File: config.mk
export PLATFORM = sky130hd
export DESIGN_NAME = k10_retire_buffer
export DESIGN_NICKNAME = d
export VERILOG_FILES = /design/src/rtl/k10_retire_buffer.sv
export SDC_FILE = /design/constraint.sdc
export NUM_CORES = 1
export LEC_CHECK = 0
export ABC_AREA = 0
export CAP_MARGIN = 40
export CORE_MARGIN = 4
export CORE_UTILIZATION = 40
export CTS_BUF_LIST = sky130_fd_sc_hd__clkbuf_16
export DETAILED_ROUTE_END_ITERATION = 8
export PLACE_DENSITY = 0.61
export SETUP_SLACK_MARGIN = 0.1
export SYNTH_ARGS = -nofsm -noshare
export SYNTH_HDL_FRONTEND = slang
export SYNTH_SLANG_ARGS = --single-unit
File: constraint.sdc
create_clock -name i_clk -period 12.3 [get_ports i_clk]
set_input_delay 1.23 -clock i_clk [delete_from_list [all_inputs] [get_ports i_clk]]
set_output_delay 1.23 -clock i_clk [all_outputs]
set_load 0.02 [all_outputs]
File: src/rtl/k10_retire_buffer.sv
// Retire-record FIFO between WB and the trace consumer: normalizes rd fields, tags a retire sequence number, counts drops.
// Push-to-o_valid latency 1 cycle, no bypass; never stalls WB, drops when full without a pop; head holds while !i_ready.
module k10_retire_buffer #(
  parameter int DEPTH      = 8,
  parameter bit FILTER_GPR = 1'b0,
  localparam int CW        = $clog2(DEPTH) + 1
) (
  input  logic          i_clk,
  input  logic          i_rst_n,
  input  logic          i_wb_valid,
  input  logic [31:0]   i_wb_pc,
  input  logic [31:0]   i_wb_instr,
  input  logic [4:0]    i_wb_rd_addr,
  input  logic [31:0]   i_wb_rd_data,
  input  logic          i_wb_rd_wr_en,
  input  logic [1:0]    i_wb_mode,
  output logic          o_valid,
  input  logic          i_ready,
  output logic [31:0]   o_pc,
  output logic [31:0]   o_instr,
  output logic [4:0]    o_rd_addr,
  output logic [31:0]   o_rd_data,
  output logic          o_rd_wr_en,
  output logic [1:0]    o_mode,
  output logic [31:0]   o_seq,
  output logic [CW-1:0] o_count,
  output logic [15:0]   o_drop_cnt,
  output logic          o_overflow,
  input  logic          i_clr_overflow
);

  localparam int AW = $clog2(DEPTH);

  typedef struct packed {
    logic [31:0] pc;
    logic [31:0] instr;
    logic [4:0]  rd_addr;
    logic [31:0] rd_data;
    logic        rd_wr_en;
    logic [1:0]  mode;
    logic [31:0] seq;
  } rec_t;

  rec_t          mem [DEPTH];
  rec_t          wr_rec;
  rec_t          head;
  logic [AW-1:0] wr_ptr;
  logic [AW-1:0] rd_ptr;
  logic [CW-1:0] count;
  logic [31:0]   seq_q;
  logic [15:0]   drop_cnt;
  logic          overflow;
  logic          wr_en_norm;
  logic          push_req;
  logic          pop;
  logic          full;
  logic          push_acc;
  logic          drop;

  always_comb begin
    wr_en_norm = i_wb_rd_wr_en && (i_wb_rd_addr != 5'd0);
    push_req   = i_wb_valid && (!FILTER_GPR || wr_en_norm);
    full       = (count == CW'(DEPTH));
    pop        = (count != '0) && i_ready;
    // A pop in the same cycle frees the slot, so a full FIFO still accepts.
    push_acc   = push_req && (!full || pop);
    drop       = push_req && full && !pop;

    wr_rec          = '0;
    wr_rec.pc       = i_wb_pc;
    wr_rec.instr    = i_wb_instr;
    wr_rec.rd_addr  = i_wb_rd_addr;
    wr_rec.rd_data  = wr_en_norm ? i_wb_rd_data : 32'd0;
    wr_rec.rd_wr_en = wr_en_norm;
    wr_rec.mode     = i_wb_mode;
    wr_rec.seq      = seq_q;
  end

  always_ff @(posedge i_clk) begin
    if (!i_rst_n) begin
      for (int i = 0; i < DEPTH; i++) begin
        mem[i] <= '0;
      end
    end else if (push_acc) begin
      mem[wr_ptr] <= wr_rec;
    end
  end

  always_ff @(posedge i_clk) begin
    if (!i_rst_n) begin
      wr_ptr   <= '0;
      rd_ptr   <= '0;
      count    <= '0;
      seq_q    <= '0;
      drop_cnt <= '0;
      overflow <= 1'b0;
    end else begin
      if (push_acc) begin
        wr_ptr <= wr_ptr + AW'(1);
      end
      if (pop) begin
        rd_ptr <= rd_ptr + AW'(1);
      end
      case ({push_acc, pop})
        2'b10:   count <= count + CW'(1);
        2'b01:   count <= count - CW'(1);
        default: count <= count;
      endcase
      if (i_wb_valid) begin
        seq_q <= seq_q + 32'd1;
      end
      if (i_clr_overflow) begin
        drop_cnt <= '0;
        overflow <= 1'b0;
      end else if (drop) begin
        overflow <= 1'b1;
        if (drop_cnt != 16'hFFFF) begin
          drop_cnt <= drop_cnt + 16'd1;
        end
      end
    end
  end

  assign head       = mem[rd_ptr];
  assign o_valid    = (count != '0);
  assign o_pc       = head.pc;
  assign o_instr    = head.instr;
  assign o_rd_addr  = head.rd_addr;
  assign o_rd_data  = head.rd_data;
  assign o_rd_wr_en = head.rd_wr_en;
  assign o_mode     = head.mode;
  assign o_seq      = head.seq;
  assign o_count    = count;
  assign o_drop_cnt = drop_cnt;
  assign o_overflow = overflow;

endmodule

Word level (Yosys, flattened, before mapping)
Memory sizes are Yosys's and may differ from the RTL's. A register that Yosys moved wholly into a read port is not among the register bits.
Index checks and enable logic that the tools add are counted.
Widths: inputs -> output; s select.
Cells by class
  equality and inequality tests: 4
  multiplexer cells: 11
  reductions and logical operators: 14
  bitwise gates (word level): 1
  add/sub/neg operators: 6
Operators by type and width (count)
  $mux 136: 1
  $reduce_or 136->1: 1
  $add 32x1->32 const B: 1
  $mux 32: 1
  $add 16x1->16 const B: 1
  $ne 16x16->1 const B: 1
  $mux 3: 3
  $pmux 4 s2: 1
  $add 3x1->3 const B: 2
  $logic_and 1x1->1: 5
  $mux 1: 5
  $reduce_bool 5->1: 1
  $add 4x1->4 const B: 1
  $eq 4x4->1 const B: 1
  $reduce_bool 4->1: 1
  $sub 4x1->4 const B: 1
  $eq 2x1->1 const B: 1
  $eq 2x2->1 const B: 1
  $logic_not 1->1: 2
  $reduce_and 2->1: 1
  $reduce_bool 2->1: 1
  $reduce_or 2->1: 1
  $logic_or 1x1->1: 1
  $not 1->1: 1
Word-level totals
  logic and storage cells: 43
  memories: 1
  bits in writable memories: 1088
  register bits after elaboration: 59
  output and inout bits: 158
  bits of input ports: 109
Memory list
  mem: depth 8, bits a word 136, rd ports 1, clocked after Yosys merged registers in 1, wr ports 8, RTL line 44  | rec_t mem [DEPTH];

Longest topological paths before layout
Gate-level depths: netlist of run 1.
  word-level depth: 9
  gate-level depth with buffers: 9

Worst setup path after synthesis of run 1
OpenSTA, ideal clock, no wires.
  path kind: input-to-reg
  start: input port i_ready
  end: memory mem[7][0] (netlist bit), enable pin
  setup time: 0.820 ns
  arrival: 11.466 ns
  path slack: 0.014 ns
  stages: 5
  cells stage by stage: clkbuf_2 > nand2b_1 > o211ai_1 > buf_4 > o21ai_0
RTL lines
  start, declared: RTL line 18  | input logic i_ready,
  end, declared: RTL line 44

==> results of run 1 <==
-- state kept, by name, indices dropped and copies added (netlist names), named ones only --
register,flops
wr_ptr,3
mem,1088
rd_ptr,3
seq_q,32
o_drop_cnt,16
o_overflow,1
o_count,4
-- kinds of logic (layout without fill, tap and decap cells) --
logic type,Yosys count,after routing,synth area share
buf+inv,237,589,0.01873
xor+xnor,44,44,0.007540
simple gates,1271,1271,0.1540
compound gates,30,30,0.004015
flops,1150,1150,0.6635
fa+ha+maj,5,5,0.001224
mux,414,414,0.1510
other cells,0,9,0
-- per-layer routing --
layer	wire length, um	up-vias	GRT usage
met4	2242	4	0.04376
met5	25	-	0
met3	7362	165	0.03798
li1	-	12167	-
met1	59020	14300	0.2827
met2	64560	697	0.3293
-- worst max-delay path, cell delays in order (launching register included) --
cell and delay, ns:
dfxtp_4 0.83, buf_4 0.55, buf_12 0.28, buf_4 0.61, mux4_2 0.58, mux2_2 0.30
clkdlybuf4s50_1 0.57
-- layout make-up --
cell class / count / area [um2] / share of cell area
Clock buffer: 133 / 3328 / 0.05523
Multi-Input combinational cell: 1764 / 16410 / 0.2723
Inverter: 2 / 7.507 / 0.0001246
Tap cell: 1650 / 2064 / 0.03426
Clock inverter: 100 / 670.6 / 0.01113
Sequential cell: 1150 / 33920 / 0.5630
Antenna cell: 9 / 22.52 / 0.0003738
Timing Repair Buffer: 354 / 3831 / 0.06358
-- stage by stage --
| step | hold WS (ns) | area, um2 | worst slack, ns |
|---|---|---|---|
| after CTS | 0.4985 | 60230 | 6.295 |
| after global placement | 0.4543 | 55510 | 6.875 |
| after global routing | 0.5294 | 60230 | 6.137 |
| final | 0.4983 | 60260 | 6.552 |
| after detailed placement | 0.4810 | 56240 | 6.996 |
| after floorplan | 0.5010 | 51110 | 0.01446 |
-- placed cells by master (no fill, tap or decap), types with 22 or more instances in the layout --
cell type        count
edfxtp_1          1088
nor2_1              23
mux2_2             136
clkbuf_16          133
dfxtp_1             59
clkinv_1            36
buf_4               57
nand2_1             23
clkdlybuf4s50_1    265
mux4_2             272
and2_1            1112
xnor2_1             24
nand4_1             22
inv_1               30
-- power breakdown --
| part | leakage, uW | total [uW] | switching [uW] | internal (uW) |
|---|---|---|---|---|
| logic | 0.00754 | 2080 | 1030 | 1060 |
| clock network | 0.00207 | 3650 | 1560 | 2090 |
| registers | 0.0118 | 4550 | 98.0 | 4460 |
| total | 0.0214 | 10300 | 2690 | 7600 |
-- worst min-delay path by stage --
stage	end	slack (ns)	cells after the start
after global routing	o_overflow	0.53	2
final	o_overflow	0.50	2
after CTS	o_overflow	0.50	2
after floorplan	register	0.50	2
after detailed placement	o_overflow	0.48	2
after global placement	o_overflow	0.45	2
==> flow_summary.toml, run 1 <==
[timing]
period_needed_ns = 5.748
slew_headroom = 0.4011
setup-tns-final_ns = 0
drv_slew = 0
finClkSkew_ns = 0.01758
setup_violations = 0
clock.fmax_mhz = 174.0
fin_crit_sh = 0.4673
hold_viol = 0
worstMarginPinSlew_ns = 0.8984
rsz0062_at_grt = "no"

[synth]
synth_flop_cell = "edfxtp_1"
synth_edf_count = 1088
synth.most_common_cell = "and2_1"
netlist_area_um2 = 51110
synthesis.nets = 3265
syn_inst = 3151
synth_area_per_cell_um2 = 16.22
ys_seq_elements = 1150
synth-seq-area-share = 0.6635
yosysTopAreaCell = "edfxtp_1"
ys_types = 48
post-synth-top-area-fraction = 0.6392
ys_warn_count = 0
synth-async-reset-ratio = 0
netlist_top_cells_area = "edfxtp_1, and2_1, mux4_2"
synthTopCellsByCount = "and2_1, edfxtp_1, mux4_2"

[route]
wirelength_um = 133200
routedWlPerCell_um = 25.81
dr.pass1.iters = 6
antenna_left = 0
drc = 0
vias = 27333
drtIter0Drc = 2349
via_per_inst = 5.295

[clock_tree]
clkTransAtPathRegs_ns = 0.06
insertion_delay_ns = 0.72
holdBufCountCts = 0
cts.htree.levels = 4
postCtsSetupBuffers = 0
cts_resized = 0
cts.sinks = 1150
cts_root_buf = "clkbuf_16"
cts_buffers = 130
cts_tree = "built"
clockBufferDepth = 3

[critical_path]
r2r_slack_ns = 8.22
cp.arrival_ns = 4.52
end_kind = "output pin"
path_class = "reg2out"
start_kind = "register"
crit_required_ns = 11.07
rr_startpoint = "o_count[1]"
crit_path_end = "o_pc[10]"
r2r-end = "mem[3][105]"
rr_worst_depth = 7
critPathMaxFanout = 35

[power_and_ir_drop]
leakage_uw = 0.02137
ir_drop_v = 0.0001376
power_density_nw_per_um2 = 170.8
finalPower_uw = 10290

[finish]
fillers = 10721
syn2layout_area_growth_pct = 17.90
nets = 3516
layout-drive-gt1-share = 0.1998
final_cells = 5162
fin_util = 0.4774

[global_routing]
grt_pass1_vias = 28954
grt_pass1_wl_um = 196600
grt_max_degree = 109
antenna_found_initial = 14
grt_usage = 0.2015
grt.overflow.total = 0

[place]
finalWeightedCongestion = 0.7116
io_buffers = 266
dpl.cell_count = 4920
dp_hpwl_um = 73710

[die]
std_cell_rows = 130
io_pins = 267
die-area_um2 = 133600
die_w_um = 365.5
coreArea_um2 = 126200
die_h_um = 365.5
initial_utilization = 0.4049

[min_path]
hp-start = "o_overflow"
hold_class = "reg2reg"

[outcome]
status = "completed"

[job]
maxCapViolations = 0
(Power assumes the default switching activity.)
==> inputs of run 2 (changes only) <==
--- a/config.mk
+++ b/config.mk
@@ -11,7 +11,7 @@
 export CORE_UTILIZATION = 40
 export CTS_BUF_LIST = sky130_fd_sc_hd__clkbuf_16
 export DETAILED_ROUTE_END_ITERATION = 8
-export PLACE_DENSITY = 0.61
+export PLACE_DENSITY = 0.59
 export SETUP_SLACK_MARGIN = 0.1
 export SYNTH_ARGS = -nofsm -noshare
 export SYNTH_HDL_FRONTEND = slang
==> constraint.sdc (replaced) <==
create_clock -name i_clk -period 5.9 [get_ports i_clk]
set_input_delay 0.59 -clock i_clk [delete_from_list [all_inputs] [get_ports i_clk]]
set_output_delay 0.59 -clock i_clk [all_outputs]
set_load 0.02 [all_outputs]
==> flow_summary.toml, run 2 (synthesis results as in run 1) <==
[timing]
setup-tns-final_ns = 0
hold_viol = 0
drv_slew = 0
setup_violations = 0
fin_ws_ns = 1.866
period_needed_ns = 4.034
worstMarginPinSlew_ns = 0.8814
slew_headroom = 0.4075
rsz0062_at_grt = "no"
fin_crit_sh = 0.6838
finClkSkew_ns = 0.02204
finalHoldWorstSlack_ns = 0.4710
clock.fmax_mhz = 247.9

[clock_tree]
clockBufferDepth = 3
postCtsSetupBuffers = 0
clkTransAtPathRegs_ns = 0.06
insertion_delay_ns = 0.76
cts_resized = 0
cts_tree = "built"
holdBufCountCts = 0
cts_root_buf = "clkbuf_16"
cts.htree.levels = 4
cts.sinks = 1150
cts_buffers = 131

[place]
io_buffers = 266
dp_hpwl_um = 71750
dp_slack_ns = 1.903
finalWeightedCongestion = 0.7232
dpl.cell_count = 4914

[route]
via_per_inst = 5.254
vias = 27095
wl_met2_um = 65770
drt-met1-wl_um = 57050
antenna_left = 0
wirelength_um = 132600
highest_layer = "met5"
drtIter0Drc = 2196
routedWlPerCell_um = 25.70
dr.pass1.iters = 5
wl_met3_um = 7203
drc = 0

[die]
die-area_um2 = 133600
initial_utilization = 0.4049
die_h_um = 365.5
io_pins = 267
die_w_um = 365.5
coreArea_um2 = 126200
std_cell_rows = 130

[power_and_ir_drop]
finalPower_uw = 21710
ir_drop_v = 0.0002913
power_density_nw_per_um2 = 360.0
leakage_uw = 0.02139

[global_routing]
grt.overflow.total = 0
grt_pass1_vias = 29036
antenna_found_initial = 9
grt_usage = 0.2011
grt_max_degree = 94
grt_pass1_wl_um = 196500

[outcome]
status = "completed"

[critical_path]
crit_required_ns = 5.31
start_kind = "register"
rr_worst_depth = 7
critPathMaxFanout = 36
end_kind = "output pin"
path_class = "reg2out"
cp.arrival_ns = 3.44

[job]
maxCapViolations = 0

[finish]
layout_commonest_cell = "and2_1"
final_cells = 5157
layout-drive-gt1-share = 0.2022
syn2layout_area_growth_pct = 17.98
nets = 3511
mostFrequentLayoutCells = "and2_1, edfxtp_1, mux4_2"
largest_register_ffs = 1088
regMostFlops = "mem"

[min_path]
holdPathStages = 2
hold_class = "reg2reg"
run 2: stage by stage:
step	instance area (um2)	utilization
after floorplan	51110	-
after global placement	55820	0.4422
after detailed placement	56180	0.4451
after CTS	60290	0.4776
after global routing	60290	0.4776
final	60300	0.4777
run 2: layout make-up:
class | count | area (um2)
diodes | 5 | 12.51
clock buffers | 136 | 3403
flip-flops and latches | 1150 | 33920
well taps | 1650 | 2064
inverters | 2 | 7.507
repair buffers | 348 | 3774
fillers | 10718 | 65920
clock inverters | 102 | 706.9
multi-input cells | 1764 | 16410
run 2: final timing paths:
check / start / endpoint / slack [ns]
worst max-delay path: register / o_pc[17] / 1.87
worst min-delay path: o_overflow / o_overflow / 0.47
worst max register to register: o_count[1] / mem[2][39] / 2.46
worst min register to register: o_overflow / o_overflow / 0.47
run 2: routing by layer:
layer,vias up,global-route usage
met3,152,0.03891
met1,14103,0.2681
met2,666,0.3391
met4,8,0.05390
met5,-,0
li1,12166,-
run 2: worst max-delay path, cell delays in order (launching register included):
cell and delay, ns:
dfxtp_4 0.78, buf_4 0.56, mux4_2 0.39, mux2_2 0.30, clkdlybuf4s50_1 0.61
run 2: report_power, final:
part	total (uW)	switching (uW)	internal (uW)
clock network	7790	3300	4490
registers	9430	140	9290
logic	4490	2240	2250
